===== src/rtl/axi_noc_pkg.sv =====
// rtl/axi_noc_pkg.sv - shared constants for the NoC write split/merge blocks
// Purpose: source index encoding and the layout of the source tag carried in
// the upper downstream ID bits. The tag occupies id[IDWID +: SRC_W], and the
// same tag value rebuilds the top ADDR_REBUILD_BITS of the downstream address.
// Ports: none (package).
package axi_noc_pkg;

    localparam int NUM_SRC           = 4;
    localparam int SRC_W             = 2;
    localparam int ADDR_REBUILD_BITS = 2;

    typedef enum logic [SRC_W-1:0] {
        SRC_A = 2'd0,
        SRC_B = 2'd1,
        SRC_C = 2'd2,
        SRC_D = 2'd3
    } src_e;

endpackage


===== src/rtl/axi_wr_4_merger_rr_arb4.sv =====
// rtl/axi_wr_4_merger_rr_arb4.sv - 4-request round-robin arbiter (rr_arb4)
// Purpose: one-hot grant searching from a pointer; the pointer moves to the
// slot after the winner on every grant. Reset points at source a.
// Ports: clk, rst_n (sync active-low), en_i (grant allowed), req_i[3:0],
//        gnt_o[3:0] one-hot, gnt_idx_o winner index, gnt_valid_o.
module rr_arb4 (
    input  logic       clk,
    input  logic       rst_n,
    input  logic       en_i,
    input  logic [3:0] req_i,
    output logic [3:0] gnt_o,
    output logic [1:0] gnt_idx_o,
    output logic       gnt_valid_o
);

    logic [1:0] ptr_q;
    logic [1:0] ptr_d;
    logic [1:0] cand;

    always_comb begin
        gnt_valid_o = 1'b0;
        gnt_idx_o   = 2'd0;
        cand        = 2'd0;
        if (en_i) begin
            for (int k = 0; k < 4; k++) begin
                cand = ptr_q + 2'(k);
                if (!gnt_valid_o && req_i[cand]) begin
                    gnt_valid_o = 1'b1;
                    gnt_idx_o   = cand;
                end
            end
        end
        gnt_o = gnt_valid_o ? (4'b0001 << gnt_idx_o) : 4'b0000;
        ptr_d = gnt_valid_o ? (gnt_idx_o + 2'd1) : ptr_q;
    end

    always_ff @(posedge clk) begin
        if (!rst_n) ptr_q <= 2'd0;
        else        ptr_q <= ptr_d;
    end

endmodule


===== src/rtl/syncfifo_sampled.sv =====
// rtl/syncfifo_sampled.sv - small synchronous FIFO with registered storage
// Purpose: ordering FIFO; head entry is read combinationally from storage.
// Push while full is accepted only when a pop happens in the same cycle.
// Ports: clk, rst_n (sync active-low), push_i/push_data_i, pop_i,
//        pop_data_o (head entry), full_o, empty_o.
module syncfifo_sampled #(
    parameter int WIDTH = 2,
    parameter int DEPTH = 8
) (
    input  logic             clk,
    input  logic             rst_n,
    input  logic             push_i,
    input  logic [WIDTH-1:0] push_data_i,
    input  logic             pop_i,
    output logic [WIDTH-1:0] pop_data_o,
    output logic             full_o,
    output logic             empty_o
);

    localparam int AW = $clog2(DEPTH);

    logic [WIDTH-1:0] mem_q [DEPTH];
    logic [AW:0]      wr_ptr_q;
    logic [AW:0]      rd_ptr_q;
    logic             do_push;
    logic             do_pop;

    // Pointers carry one extra wrap bit to tell full from empty.
    assign empty_o    = (wr_ptr_q == rd_ptr_q);
    assign full_o     = (wr_ptr_q[AW] != rd_ptr_q[AW]) &&
                        (wr_ptr_q[AW-1:0] == rd_ptr_q[AW-1:0]);
    assign do_pop     = pop_i && !empty_o;
    assign do_push    = push_i && (!full_o || do_pop);
    assign pop_data_o = mem_q[rd_ptr_q[AW-1:0]];

    always_ff @(posedge clk) begin
        if (!rst_n) begin
            wr_ptr_q <= '0;
            rd_ptr_q <= '0;
        end else begin
            if (do_push) wr_ptr_q <= wr_ptr_q + (AW+1)'(1);
            if (do_pop)  rd_ptr_q <= rd_ptr_q + (AW+1)'(1);
        end
    end

    always_ff @(posedge clk) begin
        if (do_push) mem_q[wr_ptr_q[AW-1:0]] <= push_data_i;
    end

    overflow_chk: assert property (@(posedge clk) disable iff (!rst_n)
        !(push_i && full_o && !pop_i));
    underflow_chk: assert property (@(posedge clk) disable iff (!rst_n)
        !(pop_i && empty_o));

endmodule


===== src/rtl/axi_wr_4_merger.sv =====
// rtl/axi_wr_4_merger.sv - 4:1 AXI write-channel merger (a..d onto one target)
// Purpose: round-robin AW arbitration into a one-entry output register; the
// winner index is placed in awid[IDWID+1:IDWID] and awaddr[31:30]. W beats
// follow grant order through an order FIFO; B is steered by the bid tag.
// Optional: AXI_WR_4_MERGER_OUTSTANDING_LIMIT_EN adds per-source outstanding
// counters that mask a source from arbitration at MAX_OUTSTANDING.
// Ports: clk, rst_n; per source x in a..d: x_aw*, x_w*, x_b*;
//        downstream aw*, w*, b* with ID width IDWID+2.
module axi_wr_4_merger
    import axi_noc_pkg::*;
#(
    parameter int EXTRAS          = 8,
    parameter int IDWID           = 4,
    parameter int DWID            = 64,
    parameter int WSTRB           = DWID/8,
    parameter int ORDER_DEPTH     = 8,
    parameter int MAX_OUTSTANDING = 15
) (
    input  logic               clk,
    input  logic               rst_n,
    input  logic [IDWID-1:0]   a_awid,    b_awid,    c_awid,    d_awid,
    input  logic [31:0]        a_awaddr,  b_awaddr,  c_awaddr,  d_awaddr,
    input  logic [7:0]         a_awlen,   b_awlen,   c_awlen,   d_awlen,
    input  logic [1:0]         a_awburst, b_awburst, c_awburst, d_awburst,
    input  logic [EXTRAS-1:0]  a_awextras, b_awextras, c_awextras, d_awextras,
    input  logic               a_awvalid, b_awvalid, c_awvalid, d_awvalid,
    output logic               a_awready, b_awready, c_awready, d_awready,
    input  logic [DWID-1:0]    a_wdata,   b_wdata,   c_wdata,   d_wdata,
    input  logic [WSTRB-1:0]   a_wstrb,   b_wstrb,   c_wstrb,   d_wstrb,
    input  logic               a_wlast,   b_wlast,   c_wlast,   d_wlast,
    input  logic               a_wvalid,  b_wvalid,  c_wvalid,  d_wvalid,
    output logic               a_wready,  b_wready,  c_wready,  d_wready,
    output logic [IDWID-1:0]   a_bid,     b_bid,     c_bid,     d_bid,
    output logic [1:0]         a_bresp,   b_bresp,   c_bresp,   d_bresp,
    output logic               a_bvalid,  b_bvalid,  c_bvalid,  d_bvalid,
    input  logic               a_bready,  b_bready,  c_bready,  d_bready,
    output logic [IDWID+1:0]   awid,
    output logic [31:0]        awaddr,
    output logic [7:0]         awlen,
    output logic [1:0]         awburst,
    output logic [EXTRAS-1:0]  awextras,
    output logic               awvalid,
    input  logic               awready,
    output logic [DWID-1:0]    wdata,
    output logic [WSTRB-1:0]   wstrb,
    output logic               wlast,
    output logic               wvalid,
    input  logic               wready,
    input  logic [IDWID+1:0]   bid,
    input  logic [1:0]         bresp,
    input  logic               bvalid,
    output logic               bready
);

    // Per-source views of the upstream ports, indexed by source number.
    logic [NUM_SRC-1:0] s_awvalid, s_wvalid, s_wlast, s_bready;
    logic [IDWID-1:0]   s_awid     [NUM_SRC];
    logic [29:0]        s_awaddr   [NUM_SRC];
    logic [7:0]         s_awlen    [NUM_SRC];
    logic [1:0]         s_awburst  [NUM_SRC];
    logic [EXTRAS-1:0]  s_awextras [NUM_SRC];
    logic [DWID-1:0]    s_wdata    [NUM_SRC];
    logic [WSTRB-1:0]   s_wstrb    [NUM_SRC];

    assign s_awvalid = {d_awvalid, c_awvalid, b_awvalid, a_awvalid};
    assign s_wvalid  = {d_wvalid,  c_wvalid,  b_wvalid,  a_wvalid};
    assign s_wlast   = {d_wlast,   c_wlast,   b_wlast,   a_wlast};
    assign s_bready  = {d_bready,  c_bready,  b_bready,  a_bready};
    assign s_awid     = '{a_awid, b_awid, c_awid, d_awid};
    assign s_awaddr   = '{a_awaddr[31:2], b_awaddr[31:2], c_awaddr[31:2], d_awaddr[31:2]};
    assign s_awlen    = '{a_awlen, b_awlen, c_awlen, d_awlen};
    assign s_awburst  = '{a_awburst, b_awburst, c_awburst, d_awburst};
    assign s_awextras = '{a_awextras, b_awextras, c_awextras, d_awextras};
    assign s_wdata    = '{a_wdata, b_wdata, c_wdata, d_wdata};
    assign s_wstrb    = '{a_wstrb, b_wstrb, c_wstrb, d_wstrb};

    // The address rebuild overwrites the two LSBs' worth of shift, so the
    // upstream byte-offset bits are not forwarded.
    logic unused_addr_lsbs;
    assign unused_addr_lsbs = ^{a_awaddr[1:0], b_awaddr[1:0], c_awaddr[1:0], d_awaddr[1:0]};

    logic [NUM_SRC-1:0] arb_req, gnt, b_sel;
    logic [SRC_W-1:0]   gnt_idx, w_src, b_tag;
    logic               gnt_valid, aw_load_ok, arb_en;
    logic               ord_full, ord_empty, w_pop;
    logic [NUM_SRC-1:0] w_ready_vec;

    // ---------------- AW arbitration and output register ----------------
    logic               aw_valid_q,   aw_valid_d;
    logic [IDWID+1:0]   aw_id_q,      aw_id_d;
    logic [31:0]        aw_addr_q,    aw_addr_d;
    logic [7:0]         aw_len_q,     aw_len_d;
    logic [1:0]         aw_burst_q,   aw_burst_d;
    logic [EXTRAS-1:0]  aw_extras_q,  aw_extras_d;

    // A new request may enter when the register frees up this cycle; a full
    // order FIFO stops grants so every granted AW has a W ordering slot.
    assign aw_load_ok = !aw_valid_q || awready;
    assign arb_en     = aw_load_ok && !ord_full;

    rr_arb4 u_arb (
        .clk         (clk),
        .rst_n       (rst_n),
        .en_i        (arb_en),
        .req_i       (arb_req),
        .gnt_o       (gnt),
        .gnt_idx_o   (gnt_idx),
        .gnt_valid_o (gnt_valid)
    );

    assign {d_awready, c_awready, b_awready, a_awready} = gnt;

    always_comb begin
        aw_valid_d  = aw_valid_q;
        aw_id_d     = aw_id_q;
        aw_addr_d   = aw_addr_q;
        aw_len_d    = aw_len_q;
        aw_burst_d  = aw_burst_q;
        aw_extras_d = aw_extras_q;
        if (gnt_valid) begin
            aw_valid_d  = 1'b1;
            aw_id_d     = {gnt_idx, s_awid[gnt_idx]};
            aw_addr_d   = {gnt_idx, s_awaddr[gnt_idx]};
            aw_len_d    = s_awlen[gnt_idx];
            aw_burst_d  = s_awburst[gnt_idx];
            aw_extras_d = s_awextras[gnt_idx];
        end else if (awready) begin
            aw_valid_d  = 1'b0;
        end
    end

    always_ff @(posedge clk) begin
        if (!rst_n) begin
            aw_valid_q  <= 1'b0;
            aw_id_q     <= '0;
            aw_addr_q   <= '0;
            aw_len_q    <= '0;
            aw_burst_q  <= '0;
            aw_extras_q <= '0;
        end else begin
            aw_valid_q  <= aw_valid_d;
            aw_id_q     <= aw_id_d;
            aw_addr_q   <= aw_addr_d;
            aw_len_q    <= aw_len_d;
            aw_burst_q  <= aw_burst_d;
            aw_extras_q <= aw_extras_d;
        end
    end

    assign awvalid  = aw_valid_q;
    assign awid     = aw_id_q;
    assign awaddr   = aw_addr_q;
    assign awlen    = aw_len_q;
    assign awburst  = aw_burst_q;
    assign awextras = aw_extras_q;

    // ---------------- W ordering ----------------
    syncfifo_sampled #(
        .WIDTH (SRC_W),
        .DEPTH (ORDER_DEPTH)
    ) u_order (
        .clk         (clk),
        .rst_n       (rst_n),
        .push_i      (gnt_valid),
        .push_data_i (gnt_idx),
        .pop_i       (w_pop),
        .pop_data_o  (w_src),
        .full_o      (ord_full),
        .empty_o     (ord_empty)
    );

    assign wvalid      = !ord_empty && s_wvalid[w_src];
    assign wdata       = wvalid ? s_wdata[w_src] : '0;
    assign wstrb       = wvalid ? s_wstrb[w_src] : '0;
    assign wlast       = wvalid && s_wlast[w_src];
    assign w_pop       = wvalid && wready && wlast;
    assign w_ready_vec = (wready && !ord_empty) ? (4'b0001 << w_src) : 4'b0000;
    assign {d_wready, c_wready, b_wready, a_wready} = w_ready_vec;

    // ---------------- B steering ----------------
    assign b_tag  = bid[IDWID +: SRC_W];
    assign b_sel  = bvalid ? (4'b0001 << b_tag) : 4'b0000;
    assign bready = s_bready[b_tag];

    assign {d_bvalid, c_bvalid, b_bvalid, a_bvalid} = b_sel;
    assign a_bid   = b_sel[0] ? bid[IDWID-1:0] : '0;
    assign b_bid   = b_sel[1] ? bid[IDWID-1:0] : '0;
    assign c_bid   = b_sel[2] ? bid[IDWID-1:0] : '0;
    assign d_bid   = b_sel[3] ? bid[IDWID-1:0] : '0;
    assign a_bresp = b_sel[0] ? bresp : 2'b00;
    assign b_bresp = b_sel[1] ? bresp : 2'b00;
    assign c_bresp = b_sel[2] ? bresp : 2'b00;
    assign d_bresp = b_sel[3] ? bresp : 2'b00;

    // ---------------- Outstanding-write limit ----------------
`ifdef AXI_WR_4_MERGER_OUTSTANDING_LIMIT_EN
    logic [7:0]         ost_q [NUM_SRC];
    logic [7:0]         ost_d [NUM_SRC];
    logic [NUM_SRC-1:0] ost_at_max;
    logic [NUM_SRC-1:0] b_ret;

    assign b_ret = b_sel & s_bready;

    always_comb begin
        for (int k = 0; k < NUM_SRC; k++) begin
            ost_d[k]      = ost_q[k];
            ost_at_max[k] = (ost_q[k] == 8'(MAX_OUTSTANDING));
            if (gnt[k] && !b_ret[k])      ost_d[k] = ost_q[k] + 8'd1;
            else if (!gnt[k] && b_ret[k]) ost_d[k] = ost_q[k] - 8'd1;
        end
    end

    always_ff @(posedge clk) begin
        for (int k = 0; k < NUM_SRC; k++) begin
            if (!rst_n) ost_q[k] <= 8'd0;
            else        ost_q[k] <= ost_d[k];
        end
    end

    for (genvar g = 0; g < NUM_SRC; g++) begin : g_ost_chk
        ost_underflow: assert property (@(posedge clk) disable iff (!rst_n)
            !(b_ret[g] && ost_q[g] == 8'd0));
    end

    assign arb_req = s_awvalid & ~ost_at_max;
`else
    logic unused_max_outstanding;
    assign unused_max_outstanding = |MAX_OUTSTANDING;
    assign arb_req = s_awvalid;
`endif

endmodule


===== config.mk =====
export PLATFORM = sky130hd
export DESIGN_NAME = axi_wr_4_merger
export DESIGN_NICKNAME = d
export VERILOG_FILES = /design/src/rtl/axi_noc_pkg.sv /design/src/rtl/axi_wr_4_merger_rr_arb4.sv /design/src/rtl/syncfifo_sampled.sv /design/src/rtl/axi_wr_4_merger.sv
export SDC_FILE = /design/constraint.sdc
export NUM_CORES = 1
export LEC_CHECK = 0
export ABC_AREA = 1
export CORE_AREA = 2 2 275 277
export CTS_CLUSTER_DIAMETER = 150
export DETAILED_ROUTE_END_ITERATION = 8
export DIE_AREA = 0 0 277 279
export PLACE_DENSITY = 0.34
export SETUP_SLACK_MARGIN = 0.4
export SLEW_MARGIN = 20
export SYNTH_ARGS = -nofsm -noshare
export SYNTH_HDL_FRONTEND = slang
export SYNTH_SLANG_ARGS = --single-unit

===== constraint.sdc =====
create_clock -name clk -period 2.7 [get_ports clk]
set_input_delay 0.54 -clock clk [delete_from_list [all_inputs] [get_ports clk]]
set_output_delay 0.54 -clock clk [all_outputs]
set_load 0.005 [all_outputs]

==> out/qor.yml <==
drt:
  ant_nets: 0
  drc_errors: 0
  via_per_inst: 4.087
  wl_per_cell_microns: 22.73
  drt_wl_total_microns: 75530
  drt_pass1_iterations: 5
  drtIter0Drc: 575
  vias: 13582
worst_setup_path:
  cp.required_ns: 2.16
  crit_chain: "buf_6 > nand2_4 > nand3_4 > nand3_4 > nand2_4 > buf_4 > nor2_4 > buf_6 > buf_12 > buf_8 > buf_6 > nand2_2 > a31oi_4 > buf_6"
  rr_startpoint: "u_arb.ptr_q[0]"
  rr_worst_depth: 20
  critPathSlowestCell: "dfxtp_4"
  critPathTopFamily: "buffers and inverters"
  path_common_cell: "buf_6"
  crit_cells: 14
  endpoint_kind: "primary output"
  max_stage_delay_ns: 0.38
  crit_arrival_ns: 2.38
  critPathKind: "reg2out"
  worstPathMaxFanout: 6
  start_kind: "flop"
  cp_num_buf_inv: 7
synth:
  synth_edf_count: 16
  synthFlopType: "dfxtp_1"
  avgSynthCellArea_sq_um: 5.717
  synthTopCellsByArea: "nand2_1 18%, dfxtp_1 16%, nand3_1 14%"
  ys_warn_count: 0
  yosysTopAreaCellShare_pct: 17.77
  synth_fp_nets: 2010
  synth-seq-cells: 84
  synth_cells: 1471
  netlist_area_sq_um: 8409
  yosys.cell_types.count: 27
  yosysSeqAreaShare_pct: 21.90
  yosysTopAreaCell: "nand2_1"
  async_flop_share_pct: 0
global_route:
  grt_max_degree: 44
  grt_first_pass_wirelength_microns: 98940
  track_usage_pct: 17.53
  grt_pass1_vias: 13963
  antenna_found_initial: 29
  overflow: 0
place:
  place_area_sq_um: 16960
  io_buffer_count: 692
  dp_hpwl_microns: 54450
  dp_slack_ns: -0.6968
  dp_cells: 3135
  gp_congestion: 0.9338
power:
  ir_drop_v: 0.0008802
  power.density_nw_per_um2: 1583
  switchingPower_mw: 16.74
  p_total_mw: 34.09
  p_int_mw: 17.36
  swShare_pct: 49.09
  p_leak_nw: 9.670
  combinationalPowerShare_pct: 89.7
  seqPwrFrac_pct: 6.2
  clockPowerShare_pct: 4.1
timing:
  fin_worst_skew_ns: 0.01523
  tns_ns: -11.60
  slew_violations: 0
  layout_setup_ws_ns: -0.2225
  finalSetupViolCount: 76
  holdWs_ns: 0.4750
  rsz0062_at_grt: "yes"
  clock.fmax_mhz: 342.2
  hold_violations: 0
  tightest_slew_ns: 0.4520
  min_period_over_period_pct: 108.2
  fin_crit_ns: 2.922
  maxSlewHeadroom_pct: 69.82
die:
  rows: 100
  start_util_pct: 11.35
  design.die.area_sq_um: 77280
  die_w_microns: 277
  ios: 701
  core_area_sq_um: 74070
  dieHeight_microns: 279
final_layout:
  fin_nets: 2869
  fillCellCount: 8087
  drive_above_1_share_pct: 29.68
  area_delta_synth_final_pct: 156.0
  fin_cells: 3323
  fin_util_pct: 29.07
  postLayoutCellArea_sq_um: 21530
clocking:
  numCtsBuffers: 9
  clkSlewWorstSetupHoldPaths_ns: 0.07
  cts_max_level: 3
  cts_sinks: 84
  root_buffer: "clkbuf_16"
  cts_hold_buf: 0
  cts_tree: "built"
  clk_latency_ns: 0.37
  clockBufferDepth: 2
worst_hold_path:
  hold_path_class: "reg2reg"
  hp-start: "u_order.wr_ptr_q[3]"
  hold_depth: 1
outcome:
  violations: "setup timing"
  status: "complete, but fails checks"
flow_run:
  cap_viol_max_count: 0
-- kinds of logic (layout without fill, tap and decap cells) --
kind of cell    after synthesis  after routing  synth area share (%)
compound gates              164            164                 13.03
xor+xnor                      6              6                0.6249
fa+ha+maj                     6              6                0.8927
buf+inv                     360           1223                 19.18
flops                        84             84                 21.90
other cells                   0             19                     0
simple gates                851            852                 44.37
-- flip-flops by register name, summed over array words and instances, names as in the netlist, named ones only --
name,cells
u_order.rd_ptr_q,4
u_order.wr_ptr_q,4
awburst,2
awextras,8
u_order.mem_q,16
u_arb.ptr_q,2
awaddr,30
awid,6
awvalid,1
awlen,8
-- cell usage in the layout (no fill, tap or decap), types with 31 or more instances in the layout --
cell type,count
a22oi_2,43
a31oi_4,31
buf_12,49
buf_2,50
buf_4,120
buf_6,67
clkbuf_16,31
clkdlybuf4s50_1,574
dfxtp_1,63
dlygate4sd2_1,34
inv_1,234
nand2_1,280
nand2_2,76
nand2_4,46
nand3_1,170
nand3_2,56
nand3b_1,51
nor2_1,134
-- timing repair --
action                                  4_1_cts  5_1_grt
hold endpoints to repair                      0        0
pin swaps                                    93      110
cloned                                       16       25
endpoints found under the setup margin      173      162
gates resized for setup                     660      267
buffers inserted                             75       37
-- worst register-to-register path, cell delays in order, from the launching register on --
cell and delay [ns]:
dfxtp_2 0.34, buf_12 0.13, clkinv_8 0.08, nand2_4 0.07, nand2_4 0.06, nand2_4 0.07, nand2_4 0.07, nor2_4 0.17
nand3_2 0.11, nand2_4 0.09, inv_6 0.05, nand2_8 0.09, buf_6 0.14, buf_12 0.16, buf_12 0.13, buf_16 0.13
nand2_1 0.06, nand3_1 0.07, nand3_1 0.11, nand2_1 0.08, inv_1 0.03
-- synth_stat cells (all sizes together), types with 3 or more instances --
master	n
nand3b	51
clkbuf	23
inv	258
nor2	148
nand3	238
ha	6
a21oi	10
nand4	3
o21ai	8
a22oi	73
edfxtp	16
a31oi	72
nor3	6
xor2	4
nand2	405
buf	79
dfxtp	68
-- routing by layer --
| metal | track usage (%) | part of all wire (%) | up-vias |
|---|---|---|---|
| li1 | - | - | 6473 |
| met1 | 16.85 | 34 | 6397 |
| met2 | 32.41 | 52 | 585 |
| met3 | 5.765 | 7.8 | 115 |
| met4 | 10.67 | 6.1 | 12 |
| met5 | 0 | 0.093 | - |
-- worst paths after layout --
check                   endpoint  slack, ns
max                    wdata[29]      -0.22
min          u_order.wr_ptr_q[3]       0.47
max reg2reg           awaddr[25]       0.36
min reg2reg  u_order.wr_ptr_q[3]       0.47
-- power by group through the flow --
stage	Combinational (mW)	Sequential, mW	Clock (mW)
after CTS	25.3	2.12	1.46
after floorplan	8.92	2.09	0
after detailed placement	18.5	2.11	0
final	30.6	2.12	1.39
after global routing	32.3	2.18	1.48
after global placement	18.5	2.11	0
-- layout make-up --
cell class                      count  area (sq um)  share of cell area, %
Timing Repair Buffer              949         10190                  47.32
Tap cell                          969          1212                  5.631
Inverter                          258          1011                  4.695
Sequential cell                    84          1853                  8.606
Clock buffer                       10         239.0                  1.110
Antenna cell                       19         47.55                 0.2208
Clock inverter                      6         76.32                 0.3545
Multi-Input combinational cell   1028          6903                  32.06
No activity file was read; power rests on OpenSTA's default activity.
